$ cat config.mk
export PLATFORM = sky130hd
export DESIGN_NAME = cpu_boot_ctrl
export DESIGN_NICKNAME = d
export VERILOG_FILES = /design/src/rtl/cpu_boot_ctrl.sv
export SDC_FILE = /design/constraint.sdc
export NUM_CORES = 1
export LEC_CHECK = 0
export CORE_ASPECT_RATIO = 0.5
export CORE_UTILIZATION = 49
export DETAILED_ROUTE_END_ITERATION = 7
export HOLD_SLACK_MARGIN = 0.03
export PLACE_DENSITY = 0.85
export SLEW_MARGIN = 20
export SYNTH_ARGS = -nofsm -noshare
export SYNTH_HDL_FRONTEND = slang
export SYNTH_SLANG_ARGS = --single-unit
$ cat constraint.sdc
create_clock -name clk -period 3 [get_ports clk]
set_input_delay 0.9 -clock clk [delete_from_list [all_inputs] [get_ports clk]]
set_output_delay 0.9 -clock clk [all_outputs]
set_load 0.1 [all_outputs]
$ cat src/rtl/cpu_boot_ctrl.sv
// Boot/run sequencer: streams a program into IMEM, holds the CPU in reset, then watches for halt or timeout.
// Build macro BOOT_CTRL_CHECKSUM_EN enables the load_csum accumulator (tied to 0 otherwise).
module cpu_boot_ctrl #(
  parameter int unsigned PC_WIDTH       = 12,
  parameter int unsigned OP_LENGTH      = 32,
  parameter int unsigned RST_CYCLES     = 4,
  parameter int unsigned HALT_CYCLES    = 8,
  parameter int unsigned CNT_WIDTH      = 32,
  parameter int unsigned TIMEOUT_CYCLES = 100000
) (
  input  logic                 clk,
  input  logic                 rst,
  input  logic                 start,
  input  logic                 ld_valid,
  output logic                 ld_ready,
  input  logic [OP_LENGTH-1:0] ld_data,
  input  logic                 ld_last,
  output logic                 imem_we,
  output logic [PC_WIDTH-1:0]  imem_addr,
  output logic [OP_LENGTH-1:0] imem_wdata,
  output logic                 cpu_rst,
  input  logic [PC_WIDTH-1:0]  cpu_pc,
  output logic                 busy,
  output logic                 done,
  output logic                 timeout,
  output logic                 overflow,
  output logic [PC_WIDTH-2:0]  word_count,
  output logic [CNT_WIDTH-1:0] cycle_count,
  output logic [OP_LENGTH-1:0] load_csum
);

  localparam int unsigned IDX_W  = PC_WIDTH - 2;
  localparam int unsigned WC_W   = PC_WIDTH - 1;
  localparam int unsigned RCNT_W = (RST_CYCLES > 1) ? $clog2(RST_CYCLES) : 1;
  localparam int unsigned HCNT_W = $clog2(HALT_CYCLES);

  typedef enum logic [2:0] {
    S_IDLE    = 3'd0,
    S_LOAD    = 3'd1,
    S_RESET   = 3'd2,
    S_RUN     = 3'd3,
    S_DONE    = 3'd4,
    S_TIMEOUT = 3'd5,
    S_ERROR   = 3'd6
  } state_t;

  state_t               state;
  state_t               state_nxt;
  logic [IDX_W-1:0]     idx;
  logic [RCNT_W-1:0]    rst_cnt;
  logic [HCNT_W-1:0]    stable;
  logic [PC_WIDTH-1:0]  prev_pc;
  logic                 first_run;

  logic                 accept_c;
  logic                 start_ok_c;
  logic                 last_slot_c;
  logic                 halt_c;
  logic                 tmo_c;
  logic [CNT_WIDTH-1:0] cnt_inc_c;

  // Handshake, halt and watchdog conditions
  always_comb begin
    start_ok_c  = start && (state inside {S_IDLE, S_DONE, S_TIMEOUT, S_ERROR});
    accept_c    = ld_valid && (state == S_LOAD);
    last_slot_c = (idx == {IDX_W{1'b1}});
    cnt_inc_c   = (cycle_count == {CNT_WIDTH{1'b1}}) ? cycle_count
                                                      : cycle_count + CNT_WIDTH'(1);
    halt_c      = !first_run && (cpu_pc == prev_pc) &&
                  (stable == HCNT_W'(HALT_CYCLES - 1));
    tmo_c       = (TIMEOUT_CYCLES != 0) && (cnt_inc_c == CNT_WIDTH'(TIMEOUT_CYCLES));
  end

  // Next-state logic
  always_comb begin
    state_nxt = state;
    case (state)
      S_IDLE, S_DONE, S_TIMEOUT, S_ERROR: begin
        if (start_ok_c) state_nxt = S_LOAD;
      end
      S_LOAD: begin
        if (accept_c) begin
          if (ld_last)          state_nxt = S_RESET;
          else if (last_slot_c) state_nxt = S_ERROR;
        end
      end
      S_RESET: begin
        if (rst_cnt == RCNT_W'(RST_CYCLES - 1)) state_nxt = S_RUN;
      end
      S_RUN: begin
        if (halt_c)     state_nxt = S_DONE;
        else if (tmo_c) state_nxt = S_TIMEOUT;
      end
      default: state_nxt = S_IDLE;
    endcase
  end

  always_ff @(posedge clk or negedge rst) begin
    if (!rst) state <= S_IDLE;
    else      state <= state_nxt;
  end

  assign busy = (state inside {S_LOAD, S_RESET, S_RUN});

  // Registered outputs, IMEM write port and run-time counters
  always_ff @(posedge clk or negedge rst) begin
    if (!rst) begin
      ld_ready    <= 1'b0;
      cpu_rst     <= 1'b1;
      imem_we     <= 1'b0;
      imem_addr   <= '0;
      imem_wdata  <= '0;
      done        <= 1'b0;
      timeout     <= 1'b0;
      overflow    <= 1'b0;
      word_count  <= '0;
      cycle_count <= '0;
      idx         <= '0;
      rst_cnt     <= '0;
      stable      <= '0;
      prev_pc     <= '0;
      first_run   <= 1'b0;
    end else begin
      ld_ready <= (state_nxt == S_LOAD);
      cpu_rst  <= (state_nxt != S_RUN);
      imem_we  <= accept_c;

      if (start_ok_c) begin
        done        <= 1'b0;
        timeout     <= 1'b0;
        overflow    <= 1'b0;
        word_count  <= '0;
        cycle_count <= '0;
        idx         <= '0;
        imem_addr   <= '0;
      end

      if (accept_c) begin
        imem_addr  <= {idx, 2'b00};
        imem_wdata <= ld_data;
        idx        <= idx + IDX_W'(1);
        word_count <= word_count + WC_W'(1);
        if (!ld_last && last_slot_c) overflow <= 1'b1;
        if (ld_last) begin
          rst_cnt     <= '0;
          cycle_count <= '0;
        end
      end

      if (state == S_RESET) begin
        rst_cnt <= rst_cnt + RCNT_W'(1);
        if (state_nxt == S_RUN) begin
          first_run <= 1'b1;
          stable    <= '0;
        end
      end

      // First RUN cycle only captures the PC; later cycles count repeats
      if (state == S_RUN) begin
        cycle_count <= cnt_inc_c;
        first_run   <= 1'b0;
        prev_pc     <= cpu_pc;
        if (first_run || (cpu_pc != prev_pc))
          stable <= HCNT_W'(1);
        else if (stable != {HCNT_W{1'b1}})
          stable <= stable + HCNT_W'(1);
        if (state_nxt == S_DONE)    done    <= 1'b1;
        if (state_nxt == S_TIMEOUT) timeout <= 1'b1;
      end
    end
  end

`ifdef BOOT_CTRL_CHECKSUM_EN
  logic [OP_LENGTH-1:0] csum;

  // Running modulo-2^OP_LENGTH sum of accepted words
  always_ff @(posedge clk or negedge rst) begin
    if (!rst)            csum <= '0;
    else if (start_ok_c) csum <= '0;
    else if (accept_c)   csum <= csum + ld_data;
  end

  assign load_csum = csum;
`else
  assign load_csum = '0;
`endif

endmodule
Word level (Yosys, flattened, before mapping) --
Index checks and enable logic that the tools add are counted.
Word-level totals: register bits 124, input port bits 49, output and inout port bits 126, logic and storage cells 98
Operators by class: add/sub/neg operators 5, eq/ne operators 19, muxes and demuxes 39, reduce and logical (&&, ||, !) cells 19
Operator list (number):
- $mux W32 | 5
- $mux W3 | 12
- $add A32 B1 Y32 const B | 1
- $eq A32 B17 Y1 const B | 1
- $eq A32 B32 Y1 const B | 1
- $mux W12 | 2
- $mux W11 | 2
- $mux W10 | 2
- $eq A3 B3 Y1 const B | 6
- $eq A12 B12 Y1 | 1
- $mux W1 | 12
- $ne A12 B12 Y1 | 1
- $pmux W3 S4 | 1
- $add A11 B1 Y11 const B | 1
- $add A10 B1 Y10 const B | 1
- $eq A10 B10 Y1 const B | 1
- $reduce_bool A2 Y1 | 5
- $eq A3 B2 Y1 const B | 3
- $eq A3 B1 Y1 const B | 2
- $mux W2 | 3
- $logic_and A1 B1 Y1 | 5
- $reduce_and A2 Y1 | 2
- $reduce_bool A4 Y1 | 1
- $reduce_or A4 Y1 | 1
- 9 further kinds | 10

Logic depth before layout (Yosys ltp) --
word-level depth 12, mapped depth 11, gate-level depth less buffers 9

Worst setup path before layout --
OpenSTA, ideal clock, no wires.
kind register to register, start reg cycle_count[0], end reg state[1], library setup time 0.127 ns, arrival 3.289 ns, required time 2.873 ns, slack -0.416 ns, stages on the path, launching flop included 11, buffers on the path 1, clock period less this slack 3.416 ns, cells stage by stage dfrtp_1 > ha_1 > and4_1 > buf_6 > nand4_2 > a2111oi_2 > xnor2_1 > nand4_4 > nor4_4 > nand4_1 > a21boi_1
Between the ends: longest elaborated chain between the ends 6, elaborated cells between the ends (all ways) 7, classes of those cells add/sub: 1; eq/ne: 2; mux: 4
Ends and longest elaborated chain:
- from (decl) | RTL line 28 | output logic [CNT_WIDTH-1:0] cycle_count,
- from (signal assigned) | RTL line 160 | cycle_count <= cnt_inc_c;
- $add A32 B1 Y32 / $eq A32 B32 Y1 (equally long branches) | RTL line 68, 67
- $mux W32 (*) | RTL line 67 | cnt_inc_c = (cycle_count == {CNT_WIDTH{1'b1}}) ? cycle_count
- $eq A32 B17 Y1 (*) | RTL line 71 | tmo_c = (TIMEOUT_CYCLES != 0) && (cnt_inc_c == CNT_WIDTH'(TIMEOUT_CYCLES));
- $mux W3 (*) | RTL line 92 | else if (tmo_c) state_nxt = S_TIMEOUT;
- $mux W3 (*) | RTL line 91 | if (halt_c) state_nxt = S_DONE;
- $pmux W3 S4 (*) | RTL line 77 | case (state)
- named net state_nxt[1] | RTL line 48 | state_t state_nxt;
- to (signal assigned) | RTL line 100 | else state <= state_nxt;
- to (decl) | RTL line 47 | state_t state;
Mark *: on every way through the listed nets, which the timed path passes. The rest lies on a longest branch. A chain may end at the register's enable or synchronous reset.

Final worst setup path --
Ends and elaborated chain as after synthesis.

==> flow_summary.ini <==
[logic_synthesis]
synthFlopType = dfrtp_1
yosys_register_bits = 122
synth_top_cell_by_area = dfrtp_1
syn_avg_cell_area_um2 = 8.47
netlist_instances = 790
synthDistinctLibCells = 64
synth_edf_count = 0
synthTopCellsByArea = dfrtp_1 (45%), nand2_1 (13%), o21ai_0 (5.4%)
synth_seq_area_share_pct = 45.7
ys_async_sr_fraction_pct = 100
syn_area_um2 = 6690
synth_top_area_share_pct = 45.3
ys_warn_count = 0

[final_layout]
layout-drive-gt1-share_pct = 22.1
regArea_um2 = 3100
fin_area_um2 = 8530
fin_nets = 980
finalNonFillerCells = 1107
areaGrowthSynthToFinish_pct = 27.5
postLayoutCoreUtil_pct = 65.7
multi_input_area_um2 = 3280
fillerInstances = 1021
n_antenna_cell = 0

[detailed_routing]
dr_total_vias = 6224
routedWlPerCell_um = 15.5
antenna_left = 0
drc = 0
initialDrtViolationCount = 547
first_pass_iters = 6
viasPerCell = 5.62
totalWireLength_um = 17200

[placed_design]
dp_hpwl_um = 12000
portBuffers = 140
dp.cells = 1076
post_dp_cell_area_um2 = 7950
place_congestion = 0.932
dp_slack_ns = 0.0382

[cts]
clock-sinks = 122
clk_latency_ns = 0.41
cts_max_level = 4
cts.path.max_buffers = 2
cts-root-buf = clkbuf_16
cts_buffers = 17
clk_pin_slew_ns = 0.06
cts_tree = built
postCtsSetupRepairBufs = 0

[floorplan]
core_um2 = 13000
fp.dieArea_um2 = 14200
rows = 29
boundaryPins = 175
fp.dieW_um = 167
die_y_um = 84.6
start_util_pct = 51.5

[timing]
slew_headroom_pct = 56.2
finClkSkew_ns = 0.00764
setup_violations = 0
period_share_pct = 96.0
tightestPinTransition_ns = 0.651
max_freq_mhz = 347
setup_ws_ns = 0.119
hold_violations = 0
hold_ws_ns = 0.408
min_period_ns = 2.88
report.final.slew_viol_count = 0
setup_tns_ns = 0
grt_setup_unrepaired = no

[global_routing]
overflow = 0
track_usage_pct = 24.8
antenna_found_initial = 1
grt_max_degree = 49
grt_pass1_vias = 5768
grt_pass1_wl_um = 28100

[setup_path]
start_kind = flop
worst_setup_path_end_kind = flop
reg2reg_slack_ns = 0.12
arrival_ns = 3.17
crit_start = cycle_count[0]$_DFF_PN0_
crit_end = state[1]$_DFF_PN0_
r2r-start = cycle_count[0]$_DFF_PN0_
path_max_fanout = 9
crit_type = reg2reg
rr_endpoint = state[1]$_DFF_PN0_
reg2reg_depth = 9
worstPathRequired_ns = 3.29

[power_and_ir_drop]
clockPowerShare_pct = 22.3
p_seq_share_pct = 27.8
power.leakage_nw = 3.97
power_frac_comb_pct = 49.9
p_sw_mw = 4.52
ir_worst_vdd_uv = 514
p_per_area_nw_per_um2 = 1020
power_mw = 8.68
power.internal_mw = 4.16
p_sw_share_pct = 52.1

[flow_run]
drv_cap = 0

[min_path]
hp-class = in2async

[outcome]
status = completed
kinds of logic after synthesis:
group,synth area share (%)
flip-flops,45.7
multiplexers,0.449
adder cells (fa/ha/maj),1.12
buffers and inverters,7.59
AND/OR/NAND/NOR,28.4
other,0.0561
AO/OA/AOI/OAI,13.6
XOR/XNOR,3.14
worst max-delay path: stages, from the launching register on:
cell,delay [ns]
dfrtp_4,0.45
ha_1,0.28
and4_1,0.30
nand4_4,0.20
a2111oi_2,0.62
xnor2_1,0.20
nand4_1,0.16
nor4_4,0.23
nand4_1,0.16
a21boi_1,0.15
final cells by class:
type / instances / area share, %
Multi-Input combinational cell: 614 / 38.5
Sequential cell: 122 / 36.3
Timing Repair Buffer: 162 / 15.8
Clock buffer: 18 / 5.15
Tap cell: 170 / 2.49
Clock inverter: 13 / 1.42
Inverter: 8 / 0.352
repair_timing:
action / CTS / global route
gates resized for setup: 0 / 2
setup endpoints to repair: 0 / 1
hold buffers: 0 / 0
sequential cells by signal, indices dropped and copies added, names as in the netlist, 2 cells and up:
name,count
cycle_count,32
prev_pc,12
stable,3
word_count,11
idx,10
imem_addr,10
rst_cnt,2
state,3
imem_wdata,32
worst min-delay path by stage:
stage / startpoint / to / slack [ns]
after floorplan: first_run$_DFFE_PN0P_ / first_run$_DFFE_PN0P_ / 0.45
after global placement: timeout$_DFF_PN0_ / timeout$_DFF_PN0_ / 0.45
after detailed placement: imem_wdata[15]$_DFFE_PN0P_ / imem_wdata[15]$_DFFE_PN0P_ / 0.47
after CTS: rst / cycle_count[1]$_DFF_PN0_ / 0.42
after global routing: rst / cycle_count[0]$_DFF_PN0_ / 0.43
final: rst / cycle_count[1]$_DFF_PN0_ / 0.41
cell usage in the layout (no fill, tap or decap), drive strengths merged, types with 4 or more instances in the layout:
cell / n
a21oi: 18
a22o: 4
a31oi: 12
a41o: 4
and2: 6
and3: 10
and4: 6
buf: 115
clkbuf: 18
clkdlybuf4s50: 47
clkinv: 4
clkinvlp: 5
conb: 34
dfrtp: 121
ha: 6
inv: 11
nand2: 230
nand2b: 4
nand3: 38
nand4: 25
nor2: 40
nor3: 11
nor4: 12
o211ai: 4
o21ai: 73
o31ai: 11
or3: 10
xnor2: 9
xor2: 15
Yosys cell counts (6+ instances only):
library cell / instances
o31ai_1: 11
buf_4: 36
clkbuf_1: 30
a31oi_1: 12
ha_1: 6
nor2_1: 40
o21ai_0: 72
nand4_1: 21
nand2_1: 229
or3_1: 7
inv_1: 8
nor4_1: 10
xor2_1: 15
dfrtp_1: 121
nand3_1: 38
buf_2: 6
xnor2_1: 9
and2_1: 6
and3_1: 10
a21oi_1: 18
nor3_1: 9
metal layers:
layer / wire length (um) / part of all wire (%) / up-vias / GRT usage (%)
met5: 13 / 0.076 / - / 0
met4: 402 / 2.3 / 2 / 11.9
met3: 1250 / 7.3 / 45 / 4.90
met2: 8040 / 47 / 296 / 39.8
met1: 7450 / 43 / 2942 / 32.5
li1: - / - / 2939 / -
power groups by stage:
stage / combinational, mW / clock, mW / sequential, mW
3_5_place_dp: 4.32 / 0 / 2.43
5_1_grt: 4.56 / 2.04 / 2.47
2_1_floorplan: 1.43 / 0 / 4.35
3_3_place_gp: 4.26 / 0 / 2.41
6_report: 4.33 / 1.94 / 2.41
4_1_cts: 4.34 / 1.96 / 2.41
No activity file was read; power rests on OpenSTA's default activity.
==> edit 1: new RTL, same flow settings <==
`RST_CYCLES`: 4 -> 8.
--- a/src/rtl/cpu_boot_ctrl.sv
+++ b/src/rtl/cpu_boot_ctrl.sv
@@ -3,7 +3,7 @@
 module cpu_boot_ctrl #(
   parameter int unsigned PC_WIDTH       = 12,
   parameter int unsigned OP_LENGTH      = 32,
-  parameter int unsigned RST_CYCLES     = 4,
+  parameter int unsigned RST_CYCLES     = 8,
   parameter int unsigned HALT_CYCLES    = 8,
   parameter int unsigned CNT_WIDTH      = 32,
   parameter int unsigned TIMEOUT_CYCLES = 100000
Function: changed (a bounded check fails within 10 cycles, from zero or initial values and one cycle with rst low).
==> edit 1 against the unedited design <==
- area after synthesis rose by 1.6%
- critical endpoint unchanged
- largest power group unchanged
- power is 0.61% lower
- worst setup slack improved by 0.036 ns
- routed wire length grew 1.0%
- sequential cell count grew 1
- design area rose by 1.2%
- largest cell class unchanged
- combinational power decreased by 3%
==> edit 1: results (changes against the unedited design) <==
stage	metric	value	unit	change
timing	Hold WS	0.387	ns	-0.0220 ns
grt	initial antenna violation count	0		-1
grt	largest net degree at the start of global routing	55		+12%
synthesis	multiplexer share of the synthesized area	1.07	%	+0.62 points
timing	worst-case clock skew	0.0100	ns	+0.00239 ns
status	status	completed		
grt	all-layer global routing usage	24.7	%	-0.047 points
pwr	PwrDens	1000	mW/mm^2	-1.8%
critical_path	slowest stage delay, CP	0.58	ns	-0.04 ns
finish	filler-free cell count of the finished design	1115		+0.72%
drt	WL met1	7.52	mm	+0.86%
pwr	power share of the clock group	23.2	%	+0.9 points
synthesis	commonest cells in the netlist	nand2_1, dfrtp_1, o21ai_0		
critical_path	CP max-delay cell	or4_4		
critical_path	Worst Path Max Fanout	6		-3
finish	layout cells sized above 1	22.0	%	-0.13 points
drt	DR WL met2	8.42	mm	+4.8%
drt	final WL	17.3	mm	+1.0%
placement	GP Congestion	0.996		+6.9%
finish	layout net count	972		-0.82%
synthesis	Avg Cell Area, Syn	8.71	sq um	+2.9%
pwr	Leak	4.07	nW	+2.5%
synthesis	xor/xnor share of the synthesized area	3.48	%	+0.34 points
pwr	Comb power frac	48.5	%	-1.4 points
drt	metal3 WL	1.11	mm	-12%
placement	DP Worst Slack	0.115	ns	+0.0765 ns
drt	total number of vias	6179		-0.72%
placement	Post-DP HPWL	12.2	mm	+1.6%
pwr	VDD IR-drop max	0.823	mV	+60%
placement	dpl cell area	0.00804	sq mm	+1.2%
finish	fill count	1040		+1.9%
timing	final worst setup slack	0.155	ns	+0.0355 ns
pwr	switching portion of total power	51.7	%	-0.36 points
grt	first-pass GRT wire length	28.5	mm	+1.3%
drt	Top Metal Used	met4		
critical_path	WP data arrival	3.14	ns	-0.03 ns
[edit 1: cell count changes after synthesis, sizes merged, moves of 4 or more]
cell    delta
nand2     -11
nor4       -4
a31oi      -4
a211oi     +4
and4       +4
a41o       -4
o31ai      -4
or3        -7
o21ai      +4
nor3       -5
nor2       -9
[edit 1: per-layer routing]
metal / vias up / GRT usage [%]
met4: 0 / 8.10
met5: - / 0
met2: 250 / 42.0
met1: 2987 / 31.4
met3: 27 / 5.83
li1: 2915 / -
[edit 1: kinds of logic after synthesis]
logic type | count (synthesis)
AND/OR/NAND/NOR | 377
AO/OA/AOI/OAI | 151
flip-flops | 123
buffers and inverters | 87
XOR/XNOR | 27
adder cells (fa/ha/maj) | 7
multiplexers | 7
other | 1
[edit 1: layout make-up]
cell class,instances,area (sq um),area share (%)
Inverter,8,30.0,0.348
Sequential cell,123,3110,36.1
Timing Repair Buffer,163,1350,15.7
Clock buffer,17,425,4.93
Clock inverter,15,154,1.78
Tap cell,186,233,2.70
Multi-Input combinational cell,603,3320,38.5
==> edit 2: new RTL, same flow settings <==
Made on the original files. Put one more register stage on the output `cycle_count`, without a reset. The value now appears one clock later. The other outputs are not delayed to match.
--- a/src/rtl/cpu_boot_ctrl.sv
+++ b/src/rtl/cpu_boot_ctrl.sv
@@ -44,6 +44,8 @@
     S_ERROR   = 3'd6
   } state_t;
 
+  logic [CNT_WIDTH-1:0] cycle_count_s0;
+
   state_t               state;
   state_t               state_nxt;
   logic [IDX_W-1:0]     idx;
@@ -64,8 +66,8 @@
     start_ok_c  = start && (state inside {S_IDLE, S_DONE, S_TIMEOUT, S_ERROR});
     accept_c    = ld_valid && (state == S_LOAD);
     last_slot_c = (idx == {IDX_W{1'b1}});
-    cnt_inc_c   = (cycle_count == {CNT_WIDTH{1'b1}}) ? cycle_count
-                                                      : cycle_count + CNT_WIDTH'(1);
+    cnt_inc_c   = (cycle_count_s0 == {CNT_WIDTH{1'b1}}) ? cycle_count_s0
+                                                      : cycle_count_s0 + CNT_WIDTH'(1);
     halt_c      = !first_run && (cpu_pc == prev_pc) &&
                   (stable == HCNT_W'(HALT_CYCLES - 1));
     tmo_c       = (TIMEOUT_CYCLES != 0) && (cnt_inc_c == CNT_WIDTH'(TIMEOUT_CYCLES));
@@ -114,7 +116,7 @@
       timeout     <= 1'b0;
       overflow    <= 1'b0;
       word_count  <= '0;
-      cycle_count <= '0;
+      cycle_count_s0 <= '0;
       idx         <= '0;
       rst_cnt     <= '0;
       stable      <= '0;
@@ -130,7 +132,7 @@
         timeout     <= 1'b0;
         overflow    <= 1'b0;
         word_count  <= '0;
-        cycle_count <= '0;
+        cycle_count_s0 <= '0;
         idx         <= '0;
         imem_addr   <= '0;
       end
@@ -143,7 +145,7 @@
         if (!ld_last && last_slot_c) overflow <= 1'b1;
         if (ld_last) begin
           rst_cnt     <= '0;
-          cycle_count <= '0;
+          cycle_count_s0 <= '0;
         end
       end
 
@@ -157,7 +159,7 @@
 
       // First RUN cycle only captures the PC; later cycles count repeats
       if (state == S_RUN) begin
-        cycle_count <= cnt_inc_c;
+        cycle_count_s0 <= cnt_inc_c;
         first_run   <= 1'b0;
         prev_pc     <= cpu_pc;
         if (first_run || (cpu_pc != prev_pc))
@@ -185,4 +187,8 @@
   assign load_csum = '0;
 `endif
 
+  always_ff @(posedge clk) begin
+    cycle_count <= cycle_count_s0;
+  end
+
 endmodule
Check against the original RTL: not equivalent (Yosys sat finds a counterexample within 10 cycles, from zero or initial values and one cycle with rst low).
==> edit 2 against the unedited design <==
- power up 9.8%
- area after synthesis up 8.8%
- routed wire length up 8.9%
- design area up 9.8%
- sequential cell count up 32
- core utilization down 0.91 points
- count of clock-buffer cells in the layout unchanged
- worst setup slack worse by 0.018 ns
==> edit 2: results (changes against the unedited design) <==
stage	metric	value	unit	change
timing	Least-Margin Pin Slew	0.733	ns	+0.0817 ns
pwr	Leak	4.44	nW	+12%
drt	DRT iter0 DRCs	604		+10%
drt	routed vias/inst	5.46		-2.9%
synthesis	FFs w/ async S/R, synth	79.2	%	-21 points
drt	final WL	18.7	mm	+8.9%
synthesis	Cell variety after synth	66		+3.1%
critical_path	reg2reg path depth	8		-1
synthesis	sequential share of the synthesized area	50.8	%	+5.1 points
drt	total number of vias	6436		+3.4%
finish	layout cells sized above 1	20.6	%	-1.5 points
critical_path	FF-to-FF setup slack	0.10	ns	-0.02 ns
pwr	switching portion of total power	49.8	%	-2.2 points
grt	first-pass GRT wire length	30.1	mm	+7.1%
grt	vias in the first global route	5968		+3.5%
critical_path	slowest stage delay, CP	0.58	ns	-0.04 ns
drt	WL met1	8.49	mm	+14%
placement	DP Worst Slack	-0.0104	ns	-0.0486 ns
critical_path	WP data arrival	3.21	ns	+0.04 ns
pwr	VDD IR-drop max	0.558	mV	+8.6%
grt	all-layer global routing usage	24.8	%	+0.060 points
grt	largest net degree at the start of global routing	56		+14%
critical_path	Worst Path Max Fanout	4		-5
drt	metal3 WL	1.18	mm	-6.2%
drt	Top Metal Used	met4		
timing	worst-case clock skew	0.00879	ns	+0.00114 ns
timing	Hold WS	0.474	ns	+0.0651 ns
drt	DRT Pass-1 Iters	5		-1
placement	GP Congestion	0.918		-1.5%
placement	Inst Count DP	1147		+6.6%
finish	layout net count	1023		+4.4%
finish	fill count	1154		+13%
placement	Post-DP HPWL	12.9	mm	+7.3%
pwr	power share of the clock group	23.0	%	+0.7 points
critical_path	Worst Setup SP	cycle_count_s0[0]$_DFF_PN0_		
status	status	completed		
placement	dpl cell area	0.00873	sq mm	+9.9%
synthesis	commonest cells in the netlist	nand2_1, dfrtp_1, o21ai_0		
pwr	Comb power frac	47.0	%	-2.9 points
edit 2: cell types whose count changed after synthesis, moves of 6 or more:
cell / change
dfxtp_1: +32
nand2_1: -18
nor2_1: -9
a31oi_1: +8
buf_4: +8
nand3_1: +7
a21oi_1: -6
edit 2: worst reg2reg max path, cell delays in order, from the launching register on:
cell	delay [ns]
dfrtp_1	0.38
ha_1	0.35
nor3b_2	0.20
nand3_1	0.11
a222oi_1	0.34
nand4_1	0.14
or4_1	0.48
or4_4	0.58
a21bo_1	0.22
edit 2: area by class of cell:
class	instances	area [sq um]	area share, %
Clock inverter	14	163	1.74
Timing Repair Buffer	192	1570	16.8
Inverter	5	18.8	0.200
Tap cell	198	248	2.64
Sequential cell	154	3690	39.4
Clock buffer	18	439	4.69
Multi-Input combinational cell	598	3230	34.5
edit 2: logic make-up (layout without fill, tap and decap cells):
| group | count (synthesis) | count (layout) | share of synthesized area, % |
|---|---|---|---|
| XOR/XNOR | 23 | 23 | 2.77 |
| multiplexers | 5 | 5 | 0.722 |
| other | 1 | 34 | 0.0515 |
| AND/OR/NAND/NOR | 376 | 376 | 24.2 |
| AO/OA/AOI/OAI | 154 | 154 | 13.4 |
| flip-flops | 154 | 154 | 50.8 |
| adder cells (fa/ha/maj) | 6 | 6 | 1.03 |
| buffers and inverters | 89 | 229 | 7.03 |
edit 2: stage by stage:
stage	util [%]	total power (W)
after detailed placement	60.4	0.00736
final	64.7	0.00953
after CTS	64.6	0.00955
after global routing	64.7	0.00997
after global placement	60.4	0.00726
after floorplan	-	0.00630
edit 2: repair_timing:
action / in CTS / in global routing
pin swaps: 0 / 1
buffers inserted: 0 / 0
endpoints found under the setup margin: 2 / 4
hold buffers: 0 / 0
gates resized for setup: 2 / 5
